File: src/rtl/dm_write_arbiter.sv
// Shared data-memory write arbiter.
// Each core posts writes into a one-entry buffer. Buffers drain into the
// single-port data memory one write per cycle, in round-robin order.
// Optional feature macro: DMWA_COALESCE_EN. When it is defined, a rewrite to
// the same address in a held buffer replaces the buffered data and does not
// flag overflow.
module dm_write_arbiter #(
  parameter int NUM_CORES = 4,
  parameter int ADDR_W    = 16,
  parameter int DATA_W    = 16
) (
  input  logic                          clk,
  input  logic                          rst,
  input  logic [NUM_CORES-1:0]          core_we,
  input  logic [NUM_CORES*ADDR_W-1:0]   core_addr,
  input  logic [NUM_CORES*DATA_W-1:0]   core_wdata,
  output logic                          mem_we,
  output logic [ADDR_W-1:0]             mem_addr,
  output logic [DATA_W-1:0]             mem_wdata,
  output logic [NUM_CORES-1:0]          core_hold,
  output logic [NUM_CORES-1:0]          overflow,
  output logic                          drained,
  output logic [15:0]                   commit_cnt
);

  localparam int LW = $clog2(NUM_CORES);

  logic [NUM_CORES-1:0] w_valid;
  logic [NUM_CORES-1:0] w_ovf;
  logic [NUM_CORES-1:0] w_gnt_oh;
  logic [ADDR_W-1:0]    w_addr [NUM_CORES];
  logic [DATA_W-1:0]    w_data [NUM_CORES];
  logic                 w_gnt_vld;
  logic [LW-1:0]        w_gnt_idx;
  int unsigned          w_scan;

  logic [LW-1:0]        r_last;
  logic                 r_mem_we;
  logic [ADDR_W-1:0]    r_mem_addr;
  logic [DATA_W-1:0]    r_mem_wdata;
  logic [15:0]          r_cnt;

  // Round-robin grant: first valid buffer after the last granted one.
  always_comb begin
    w_gnt_oh  = '0;
    w_gnt_idx = '0;
    w_gnt_vld = 1'b0;
    w_scan    = 0;
    for (int unsigned k = 1; k <= NUM_CORES; k++) begin
      w_scan = 32'(r_last) + k;
      if (w_scan >= NUM_CORES) w_scan = w_scan - NUM_CORES;
      if (!w_gnt_vld && w_valid[w_scan[LW-1:0]]) begin
        w_gnt_vld                    = 1'b1;
        w_gnt_idx                    = w_scan[LW-1:0];
        w_gnt_oh[w_scan[LW-1:0]]     = 1'b1;
      end
    end
  end

  for (genvar gi = 0; gi < NUM_CORES; gi++) begin : g_core
    logic              r_v;
    logic              r_o;
    logic [ADDR_W-1:0] r_a;
    logic [DATA_W-1:0] r_d;
    logic [ADDR_W-1:0] w_in_addr;
    logic [DATA_W-1:0] w_in_data;
    logic              w_busy;
    logic              w_take;
    logic              w_merge;
    logic              w_lost;

    assign w_in_addr = core_addr[gi*ADDR_W +: ADDR_W];
    assign w_in_data = core_wdata[gi*DATA_W +: DATA_W];
    // A write collides only with an occupied buffer that is not draining now.
    assign w_busy    = core_we[gi] & r_v & ~w_gnt_oh[gi];
    assign w_take    = core_we[gi] & ~w_busy;
`ifdef DMWA_COALESCE_EN
    assign w_merge   = w_busy & (w_in_addr == r_a);
`else
    assign w_merge   = 1'b0;
`endif
    assign w_lost    = w_busy & ~w_merge;

    // Posted-write buffer: capture, drain on grant, merge or flag collisions.
    always_ff @(posedge clk or posedge rst) begin
      if (rst) begin
        r_v <= 1'b0;
        r_o <= 1'b0;
        r_a <= '0;
        r_d <= '0;
      end else begin
        if (w_take) begin
          r_v <= 1'b1;
          r_a <= w_in_addr;
          r_d <= w_in_data;
        end else if (w_gnt_oh[gi]) begin
          r_v <= 1'b0;
        end
        if (w_merge) r_d <= w_in_data;
        if (w_lost)  r_o <= 1'b1;
      end
    end

    assign w_valid[gi] = r_v;
    assign w_ovf[gi]   = r_o;
    assign w_addr[gi]  = r_a;
    assign w_data[gi]  = r_d;
  end

  // Memory port, round-robin pointer and commit counter.
  always_ff @(posedge clk or posedge rst) begin
    if (rst) begin
      r_mem_we    <= 1'b0;
      r_mem_addr  <= '0;
      r_mem_wdata <= '0;
      r_last      <= LW'(NUM_CORES - 1);
      r_cnt       <= '0;
    end else if (w_gnt_vld) begin
      r_mem_we    <= 1'b1;
      r_mem_addr  <= w_addr[w_gnt_idx];
      r_mem_wdata <= w_data[w_gnt_idx];
      r_last      <= w_gnt_idx;
      r_cnt       <= r_cnt + 16'd1;
    end else begin
      r_mem_we    <= 1'b0;
    end
  end

  assign mem_we     = r_mem_we;
  assign mem_addr   = r_mem_addr;
  assign mem_wdata  = r_mem_wdata;
  assign core_hold  = w_valid;
  assign overflow   = w_ovf;
  assign drained    = ~|w_valid & ~r_mem_we;
  assign commit_cnt = r_cnt;

endmodule

File: config.mk
export PLATFORM = sky130hd
export DESIGN_NAME = dm_write_arbiter
export DESIGN_NICKNAME = d
export VERILOG_FILES = /design/src/rtl/dm_write_arbiter.sv
export SDC_FILE = /design/constraint.sdc
export NUM_CORES = 1
export LEC_CHECK = 0
export ABC_AREA = 0
export CORE_MARGIN = 2
export CORE_UTILIZATION = 52
export DETAILED_ROUTE_END_ITERATION = 7
export DONT_BUFFER_PORTS = 1
export PLACE_DENSITY = 0.65
export SYNTH_ARGS = -nofsm -noshare
export SYNTH_HDL_FRONTEND = slang
export SYNTH_SLANG_ARGS = --single-unit
File: constraint.sdc
create_clock -name clk -period 6.6 [get_ports clk]
set_input_delay 0.66 -clock clk [delete_from_list [all_inputs] [get_ports clk]]
set_output_delay 0.66 -clock clk [all_outputs]
set_load 0.01 [all_outputs]
==> flow_summary.json, run 1 <==
{
  "status": "complete, no violations",
  "ys_async_sr_fraction_pct": 100,
  "r2r_start": "r_last[0]",
  "ys_warn_count": 0,
  "design_area_mm2": 0.00993,
  "antenna_found_initial": 2,
  "ys_seq_elements": 187,
  "synth_edf_count": 0,
  "post-route-period-util_pct": 60.7,
  "drtAntennaViolNets": 0,
  "vdd.ir_drop.worst_v": 0.000401,
  "cts_hold_buf": 0,
  "tns_ps": 0,
  "core_area_mm2": 0.0174,
  "synth_top_family_by_area": "multiplexers",
  "drc": 0,
  "routedWlPerCell_um": 24.9,
  "via_per_inst": 6.49,
  "clock_sinks": 187,
  "postCtsSetupBuffers": 0,
  "cts_tree": "yes",
  "postPlaceCellArea_mm2": 0.00935,
  "die_y_um": 138,
  "numCtsBuffers": 17,
  "grt_max_degree": 111,
  "arrival_ps": 4330,
  "slowest_delay_ps": 960,
  "fmax_ghz": 0.250,
  "report.final.setup_viol": 0,
  "fp.dieW_um": 138,
  "max-slew-margin-rel_pct": 14.8,
  "powerDensity_mw_per_mm2": 709,
  "met2_length_mm": 10.8,
  "maxUsedRoutingLayer": "met5",
  "crit_chain": "buf_4 > mux4_2 > nor2b_1 > a221oi_1 > a21oi_1 > o21ai_4 > mux2_2",
  "grt_use_total_pct": 24.7,
  "r2r_slack_ps": 2590,
  "swShare_pct": 40.3,
  "drv_cap": 0,
  "clock_insertion_delay_worst_skew_ps": 440,
  "ys_seq_area_share_pct": 50.2,
  "synth_cell_types": 53,
  "critPathBufInv": 1,
  "start_util_pct": 53.6,
  "worst_slew_pin_slew_ps": 1270,
  "fillers": 1414,
  "wirelength_mm": 23.0,
  "hpwl_mm": 14.6,
  "rows": 48,
  "grt_pass1_wl_mm": 35.5,
  "crit_path_start_kind": "flip-flop",
  "pwr-share-comb_pct": 52.9,
  "syn_to_final_growth_pct": 6.48,
  "hold_ws_ps": 206,
  "gp_congestion": 0.804,
  "p_leak_nw": 4.28,
  "critPathCaptureType": "flip-flop",
  "cts_root_buf": "clkbuf_16",
  "h-tree-depth": 4,
  "slew_violations": 0,
  "power.share.sequential_pct": 32.4,
  "synthFlopType": "dfrtp_1",
  "drive_gt1_share_pct": 26.5,
  "p_sw_mw": 2.83,
  "syn_inst": 722,
  "final_nets": 827,
  "synth_mux_area_share_pct": 23.5,
  "r2r_cells": 7,
  "rsz0062_at_grt": "false",
  "synth-xor-area-share_pct": 1.41,
  "pin_count": 192,
  "crit_slowest_cell": "o21ai_4",
  "synth_compound_area_share_pct": 12.4,
  "min_path_type": "in2async",
  "syn-mean-instance-area_um2": 12.9,
  "route.met3.wl_mm": 1.81,
  "post-route-util_pct": 57.0,
  "vias": 5992,
  "drtIter0Drc": 534,
  "fin_crit_ps": 4010,
  "clkPwrFrac_pct": 14.7,
  "cts_resized": 0,
  "internal_power_mw": 4.21,
  "crit_fanout": 81,
  "critPathTopFamily": "compound AO/OA/AOI/OAI gates",
  "timing.rr.end": "g_core[0].r_a[4]",
  "wl_met1_mm": 9.66,
  "io_buffer_count": 0,
  "totalPowerFinal_mw": 7.04,
  "cp_data_required_time_ps": 6920,
  "cts_buffer_depth": 2,
  "yosys.area_share.simple_pct": 6.83,
  "syn-cell-area_mm2": 0.00933,
  "grt_pass1_vias": 6232,
  "first_pass_iters": 5,
  "synth_fp_nets": 865,
  "path_clk_slew_ps": 70,
  "finalHoldViolations": 0,
  "critical_path_class": "reg2reg",
  "synthAdderAreaFrac_pct": 1.21,
  "overflow": 0,
  "die-area_mm2": 0.0190,
  "finClkSkew_ps": 10.2
}
==> cell usage after synthesis (3+ instances only) <==
cell type / instances / area (um^2)
ha_1: 9 / 113
buf_2: 11 / 55.1
a21o_1: 3 / 22.5
mux4_2: 3 / 67.6
o21ai_1: 13 / 65.1
clkbuf_1: 30 / 113
xor2_1: 3 / 26.3
and2_4: 3 / 26.3
o22a_1: 14 / 123
a221o_1: 6 / 60.1
nor2b_1: 3 / 18.8
mux2i_1: 33 / 330
mux2_2: 39 / 439
nand4_1: 4 / 25.0
inv_1: 12 / 45.0
nand3b_1: 16 / 120
o311ai_0: 17 / 149
nand2b_1: 6 / 37.5
xnor2_1: 12 / 105
or3_1: 19 / 119
a2bb2oi_1: 18 / 158
o21ai_0: 10 / 50.1
o21bai_1: 4 / 30.0
nor2_1: 21 / 78.8
o22ai_1: 19 / 119
buf_4: 9 / 67.6
mux2_4: 90 / 1350
dfrtp_1: 185 / 4630
buf_6: 12 / 135
o211ai_1: 16 / 120
nand3_1: 4 / 20.0
nand2_1: 29 / 109
o221ai_1: 14 / 123
a21oi_1: 8 / 40.0
==> metrics by stage <==
stage	cells	worst slack (ps)
after detailed placement	890	2670
after floorplan	722	858
after global routing	923	2350
after global placement	890	2720
final	923	2590
after CTS	922	2650
==> power by group through the flow <==
stage	sequential (mW)	combinational, mW	clock (mW)
detailed placement	2.29	3.71	0
floorplan	2.10	3.15	0
global placement	2.26	3.61	0
CTS	2.28	3.74	1.05
finish	2.28	3.73	1.03
global route	2.36	4.03	1.10
==> metal layers <==
| layer | vias up | global-route usage, % |
|---|---|---|
| met3 | 41 | 8.59 |
| met1 | 3124 | 31.9 |
| met4 | 2 | 9.98 |
| li1 | 2604 | - |
| met5 | - | 0 |
| met2 | 221 | 38.2 |
==> area by class of cell <==
cell class | instances | area [um^2] | share of cell area, %
clock buffer | 20 | 447 | 4.50
timing repair buffer | 6 | 45.0 | 0.453
sequential | 187 | 4680 | 47.1
clock inverter | 12 | 139 | 1.40
inverter | 13 | 56.3 | 0.567
antenna | 1 | 2.50 | 0.0252
tap | 225 | 282 | 2.83
multi-input combinational | 459 | 4280 | 43.1
==> cell usage in the layout, fill, tap and decap left out, types with 6 or more instances in the layout <==
cell type,n
buf_4,6
nand3b_1,16
mux2_2,39
nand2b_1,6
dfrtp_1,185
o22a_1,14
o21ai_0,10
or3_1,19
o22ai_1,18
a2bb2oi_1,18
o21ai_1,11
nor2_1,21
mux2_4,90
ha_1,9
mux2i_1,33
inv_1,11
a221o_1,6
clkbuf_16,17
xnor2_1,12
o311ai_0,17
o221ai_1,14
a21oi_1,7
o211ai_1,16
nand2_1,29
==> worst max-delay path by stage <==
| stage | from | end | depth (start not counted) |
|---|---|---|---|
| final | r_last[0] | g_core[0].r_a[4] | 7 |
| after global routing | r_last[1] | g_core[0].r_d[7] | 7 |
| after CTS | r_last[0] | g_core[0].r_d[8] | 7 |
| after detailed placement | r_last[0] | g_core[0].r_a[9] | 7 |
| after global placement | r_last[0] | g_core[0].r_d[14] | 7 |
| after floorplan | rst | commit_cnt[0] | 1 |
==> cells by family after synthesis <==
family / after synthesis
AND/OR/NAND/NOR: 116
XOR/XNOR: 15
AO/OA/AOI/OAI: 154
buffers and inverters: 76
multiplexers: 165
flip-flops: 187
adder cells (fa/ha/maj): 9
==> sequential cells by signal, summed over array words and instances (netlist names) <==
name,flops
commit_cnt,16
g_core.r_a,64
g_core.r_d,64
g_core.r_o,4
g_core.r_v,4
mem_addr,16
mem_wdata,16
mem_we,1
r_last,2
No activity file was read; power rests on OpenSTA's default activity.
==> run 2: changes to the inputs <==
--- a/config.mk
+++ b/config.mk
@@ -10,7 +10,7 @@
 export CORE_UTILIZATION = 52
 export DETAILED_ROUTE_END_ITERATION = 7
 export DONT_BUFFER_PORTS = 1
-export PLACE_DENSITY = 0.65
+export PLACE_DENSITY = 0.68
 export SYNTH_ARGS = -nofsm -noshare
 export SYNTH_HDL_FRONTEND = slang
 export SYNTH_SLANG_ARGS = --single-unit
==> constraint.sdc (replaced) <==
create_clock -name clk -period 3.35 [get_ports clk]
set_input_delay 0.335 -clock clk [delete_from_list [all_inputs] [get_ports clk]]
set_output_delay 0.335 -clock clk [all_outputs]
set_load 0.01 [all_outputs]
==> flow_summary.json, run 2 (synthesized netlist as in run 1, its figures left out) <==
{
  "status": "complete, no violations",
  "post-route-util_pct": 58.9,
  "cts_buffer_depth": 2,
  "worst_slew_pin_slew_ps": 738,
  "fp.dieW_um": 138,
  "start_util_pct": 53.6,
  "syn_to_final_growth_pct": 9.87,
  "hpwl_mm": 16.3,
  "timing.rr.end": "g_core[3].r_d[15]",
  "core_area_mm2": 0.0174,
  "io_buffer_count": 0,
  "slowest_delay_ps": 610,
  "numCtsBuffers": 17,
  "critical_path_class": "reg2reg",
  "cp_data_required_time_ps": 3660,
  "min-delay-start": "core_we[3]",
  "path_clk_slew_ps": 70,
  "powerDensity_mw_per_mm2": 1420,
  "grt_max_degree": 104,
  "overflow": 0,
  "fmax_ghz": 0.318,
  "first_pass_iters": 4,
  "report.final.setup_viol": 0,
  "crit_path_start_kind": "flip-flop",
  "grt_pass1_vias": 6330,
  "min_path_cells": 2,
  "gp_congestion": 0.813,
  "slew_violations": 0,
  "drtIter0Drc": 447,
  "drc": 0,
  "drive_gt1_share_pct": 29.2,
  "reg.largest.list": "g_core.r_a (64), g_core.r_d (64)",
  "layout_commonest_cell": "dfrtp_1",
  "finalHoldViolations": 0,
  "p_leak_nw": 4.45,
  "via_per_inst": 6.47,
  "vdd.ir_drop.worst_v": 0.000653,
  "die-area_mm2": 0.0190,
  "r2r_cells": 7,
  "postCtsSetupBuffers": 0,
  "clock_sinks": 187,
  "max-slew-margin-rel_pct": 50.8,
  "fin_crit_ps": 3140,
  "vias": 6141,
  "final_cell_mix": "dfrtp_1, mux2_4, mux2_2",
  "h-tree-depth": 4,
  "grt_use_total_pct": 25.7,
  "cts_tree": "yes",
  "wirelength_mm": 23.9,
  "hold-path-endpoint": "g_core[3].r_v",
  "pin_count": 192,
  "r2r_start": "r_last[0]",
  "drtAntennaViolNets": 0,
  "crit_slowest_cell": "and2_4",
  "crit_chain": "buf_4 > buf_4 > ha_1 > a221o_1 > a221o_1 > and2_4 > mux2_2",
  "crit_fanout": 70,
  "clock_insertion_delay_worst_skew_ps": 430,
  "final_nets": 853,
  "antenna_found_initial": 2,
  "finClkSkew_ps": 6.67,
  "post-route-period-util_pct": 93.9,
  "min_path_type": "in2reg",
  "rsz0062_at_grt": "false",
  "cts_root_buf": "clkbuf_16",
  "r2r_slack_ps": 210,
  "arrival_ps": 3450,
  "rows": 48,
  "tns_ps": 0,
  "critPathCaptureType": "flip-flop",
  "routedWlPerCell_um": 25.2,
  "drv_cap": 0,
  "grt_pass1_wl_mm": 36.4,
  "die_y_um": 138
}
[run 2: changes by cell type in the layout (fill, tap and decap cells not counted), sizes merged, moves of 2 or more]
cell | previous run | this run
buf | 6 | 29
dlygate4sd3 | 0 | 3
bufinv | 2 | 4
clkbuf | 20 | 22
clkinv | 4 | 2
clkinvlp | 3 | 1
[run 2: timing repair]
action,in CTS,in global routing
endpoints found under the hold margin,8,1
hold buffers,2,1
resized for setup,0,3
setup endpoints to repair,0,10
[run 2: metal layers]
| layer | up-vias | GRT usage [%] | wire (um) |
|---|---|---|---|
| li1 | 2642 | - | - |
| met1 | 3168 | 31.7 | 9720 |
| met2 | 279 | 40.7 | 11200 |
| met3 | 52 | 10.5 | 2280 |
| met4 | 0 | 9.75 | 681 |
| met5 | - | 0 | 0 |
[run 2: cell type report]
cell class / count / area (um^2)
tap: 225 / 282
multi-input combinational: 459 / 4290
fill: 1384 / 7170
sequential: 187 / 4680
antenna: 2 / 5.00
inverter: 13 / 52.6
timing repair buffer: 32 / 298
clock buffer: 22 / 484
clock inverter: 9 / 156
[run 2: per-stage QoR]
step                instance area, um^2  total power, mW  instances  setup WS [ps]  hold WS, ps
floorplan                          9340             10.4        722           29.0          429
global placement                   9570             12.0        913            206          157
detailed placement                 9570             12.3        913           35.5          162
CTS                               10200             14.6        946            104        0.651
global route                      10200             15.4        948           69.2         2.26
finish                            10300             14.5        949            205         11.4
[run 2: report_power, final]
part / internal, mW / leakage, nW / switching, mW
combinational: 4.06 / 1.94 / 3.85
clock: 1.33 / 0.317 / 0.861
sequential: 3.45 / 2.20 / 0.982
total: 8.84 / 4.45 / 5.70
[run 2: worst max-delay path by stage]
stage / from / endpoint / slack [ps] / cells past startpoint
after floorplan: r_last[1] / g_core[1].r_a[0] / 30 / 12
after global placement: r_last[0] / g_core[3].r_a[15] / 210 / 8
after detailed placement: r_last[0] / mem_addr[0] / 40 / 9
after CTS: r_last[0] / mem_addr[0] / 100 / 9
after global routing: r_last[0] / g_core[3].r_d[15] / 70 / 7
final: r_last[0] / g_core[3].r_d[15] / 210 / 7
[run 2: critical path: cells and delay by family (launching register included)]
family	cells	cell delay, ps
and+or+nand+nor	1	610
AOI/OAI and AO/OA	2	330
muxes	1	420
adders and majority gates	1	330
buffers and inverters	2	760
DFF	1	530
==> run 3: changes to the inputs <==
--- a/config.mk
+++ b/config.mk
@@ -10,7 +10,7 @@
 export CORE_UTILIZATION = 52
 export DETAILED_ROUTE_END_ITERATION = 7
 export DONT_BUFFER_PORTS = 1
-export PLACE_DENSITY = 0.68
+export PLACE_DENSITY_LB_ADDON = 0.15
 export SYNTH_ARGS = -nofsm -noshare
 export SYNTH_HDL_FRONTEND = slang
 export SYNTH_SLANG_ARGS = --single-unit
==> flow_summary.json, run 3 (synthesized netlist as in run 1, its figures left out) <==
{
  "h-tree-depth": 4,
  "crit_path_start_kind": "flip-flop",
  "syn_to_final_growth_pct": 9.44,
  "power.share.sequential_pct": 31.0,
  "report.final.setup_viol": 0,
  "crit_slowest_cell": "nor2_1",
  "status": "complete, no violations",
  "drtAntennaViolNets": 0,
  "r2r_slack_ps": 210,
  "crit_fanout": 16,
  "fin_crit_ps": 3140,
  "critPathTopFamily": "simple AND/OR/NAND/NOR gates",
  "fp.dieW_um": 138,
  "antenna_found_initial": 1,
  "p_sw_mw": 5.71,
  "internal_power_mw": 8.62,
  "arrival_ps": 3480,
  "r2r_cells": 9,
  "vias": 5891,
  "cts_root_buf": "clkbuf_16",
  "vdd.ir_drop.worst_v": 0.000703,
  "regArea_mm2": 0.00468,
  "crit_chain": "inv_1 > ha_1 > mux4_2 > nor2b_1 > buf_4 > nor2_1 > or3_1 > o311ai_0 > o21ai_0",
  "worstSetupStartpoint": "r_last[0]",
  "timing.rr.end": "mem_addr[1]",
  "die_y_um": 138,
  "cts_buffer_depth": 2,
  "drv_cap": 0,
  "clock_sinks": 187,
  "critical_path_depth": 9,
  "final_cell_mix": "dfrtp_1, mux2_4, mux2_2",
  "via_per_inst": 6.21,
  "grt_pass1_vias": 6261,
  "min_path_cells": 1,
  "slew_violations": 0,
  "hold_ws_ps": 18.4,
  "multiInputGateArea_mm2": 0.00429,
  "fmax_ghz": 0.319,
  "grt_max_degree": 89,
  "die-area_mm2": 0.0190,
  "r2r_start": "r_last[0]",
  "wirelength_mm": 23.7,
  "critical_path_class": "reg2reg",
  "grt_use_total_pct": 25.6,
  "min-delay-start": "core_we[0]",
  "io_buffer_count": 0,
  "reg.largest.list": "g_core.r_a (64), g_core.r_d (64)",
  "path_clk_slew_ps": 70,
  "drive_gt1_share_pct": 29.1,
  "rsz0062_at_grt": "false",
  "pwr-share-comb_pct": 55.2,
  "max-slew-margin-rel_pct": 32.2,
  "p_leak_nw": 4.43,
  "pin_count": 192,
  "rows": 48,
  "critPathBufInv": 2,
  "post-route-period-util_pct": 93.7,
  "start_util_pct": 53.6,
  "clock_insertion_delay_worst_skew_ps": 430,
  "tns_ps": 0,
  "numCtsBuffers": 17,
  "drc": 0,
  "swShare_pct": 39.8,
  "grt_pass1_wl_mm": 36.5,
  "cts_tree": "yes",
  "postCtsSetupBuffers": 0,
  "first_pass_iters": 4,
  "worst_slack_ps": 211,
  "final_nets": 854,
  "finClkSkew_ps": 22.6,
  "worst_slew_pin_slew_ps": 1010,
  "clkPwrFrac_pct": 13.8,
  "diodes": 0,
  "fillers": 1413,
  "routedWlPerCell_um": 24.9,
  "cp_data_required_time_ps": 3690,
  "layout_commonest_cell": "dfrtp_1",
  "post-place-ws_ps": 187,
  "core_area_mm2": 0.0174,
  "min_path_type": "in2reg",
  "gp_congestion": 0.849,
  "drtIter0Drc": 387,
  "hold-path-endpoint": "g_core[0].r_o",
  "slowest_delay_ps": 770,
  "finalHoldViolations": 0,
  "hpwl_mm": 15.6,
  "overflow": 0,
  "critPathCaptureType": "flip-flop",
  "powerDensity_mw_per_mm2": 1400
}
## run 3: cell count changes in the layout (fill, tap and decap cells not counted), moves of 2 or more
cell | previous run | this run
clkinv_4 | 0 | 5
clkinvlp_4 | 1 | 3
buf_12 | 4 | 6
bufinv_16 | 4 | 1
diode_2 | 2 | 0
clkbuf_8 | 4 | 1
buf_4 | 25 | 23
## run 3: worst register-to-register path: stages, from the launching register on
cell and delay (ps):
dfstp_2 530, inv_1 50, ha_1 380, mux4_2 350, nor2b_1 210, buf_4 160
nor2_1 770, or3_1 220, o311ai_0 160, o21ai_0 210
## run 3: area by class of cell
class,count,area share [%]
inverter,13,0.515
timing repair buffer,33,3.26
multi-input combinational,459,42.0
tap,225,2.76
clock inverter,14,1.34
clock buffer,18,4.30
sequential,187,45.9
## run 3: how the worst max path moves through the flow
| stage | endpoint | slack, ps |
|---|---|---|
| 4_1_cts | g_core[2].r_a[13] | 170 |
| 3_5_place_dp | g_core[2].r_a[14] | 190 |
| 2_1_floorplan | g_core[1].r_a[0] | 30 |
| 3_3_place_gp | g_core[2].r_a[13] | 220 |
| 5_1_grt | g_core[2].r_a[14] | 30 |
| 6_report | mem_addr[1] | 210 |
## run 3: per-stage QoR
step / std cells / total power, mW / utilization [%] / instance area, um^2
finish: 949 / 14.3 / 58.6 / 10200
floorplan: 722 / 10.4 / - / 9340
global route: 949 / 15.2 / 58.6 / 10200
detailed placement: 913 / 12.4 / 55.1 / 9590
global placement: 913 / 12.2 / 55.1 / 9590
CTS: 949 / 14.4 / 58.6 / 10200
## run 3: power by group through the flow
stage               registers (mW)  logic (mW)  clock network [mW]
CTS                           4.44        7.95                2.02
finish                        4.44        7.91                1.98
floorplan                     4.14        6.21                   0
global placement              4.42        7.74                   0
global route                  4.58        8.52                2.12
detailed placement            4.46        7.90                   0
## run 3: layer usage
layer / up-vias / track usage, % / share of wire, %
li1: 2658 / - / -
met1: 3017 / 33.2 / 42
met2: 188 / 40.0 / 48
met3: 26 / 8.55 / 8.0
met4: 2 / 9.52 / 1.8
met5: - / 0 / 0.055
## run 3: timing repair
action	4_1_cts	5_1_grt
hold buffers	4	0
endpoints found under the setup margin	0	2
hold endpoints to repair	30	0
gates resized for setup	0	1
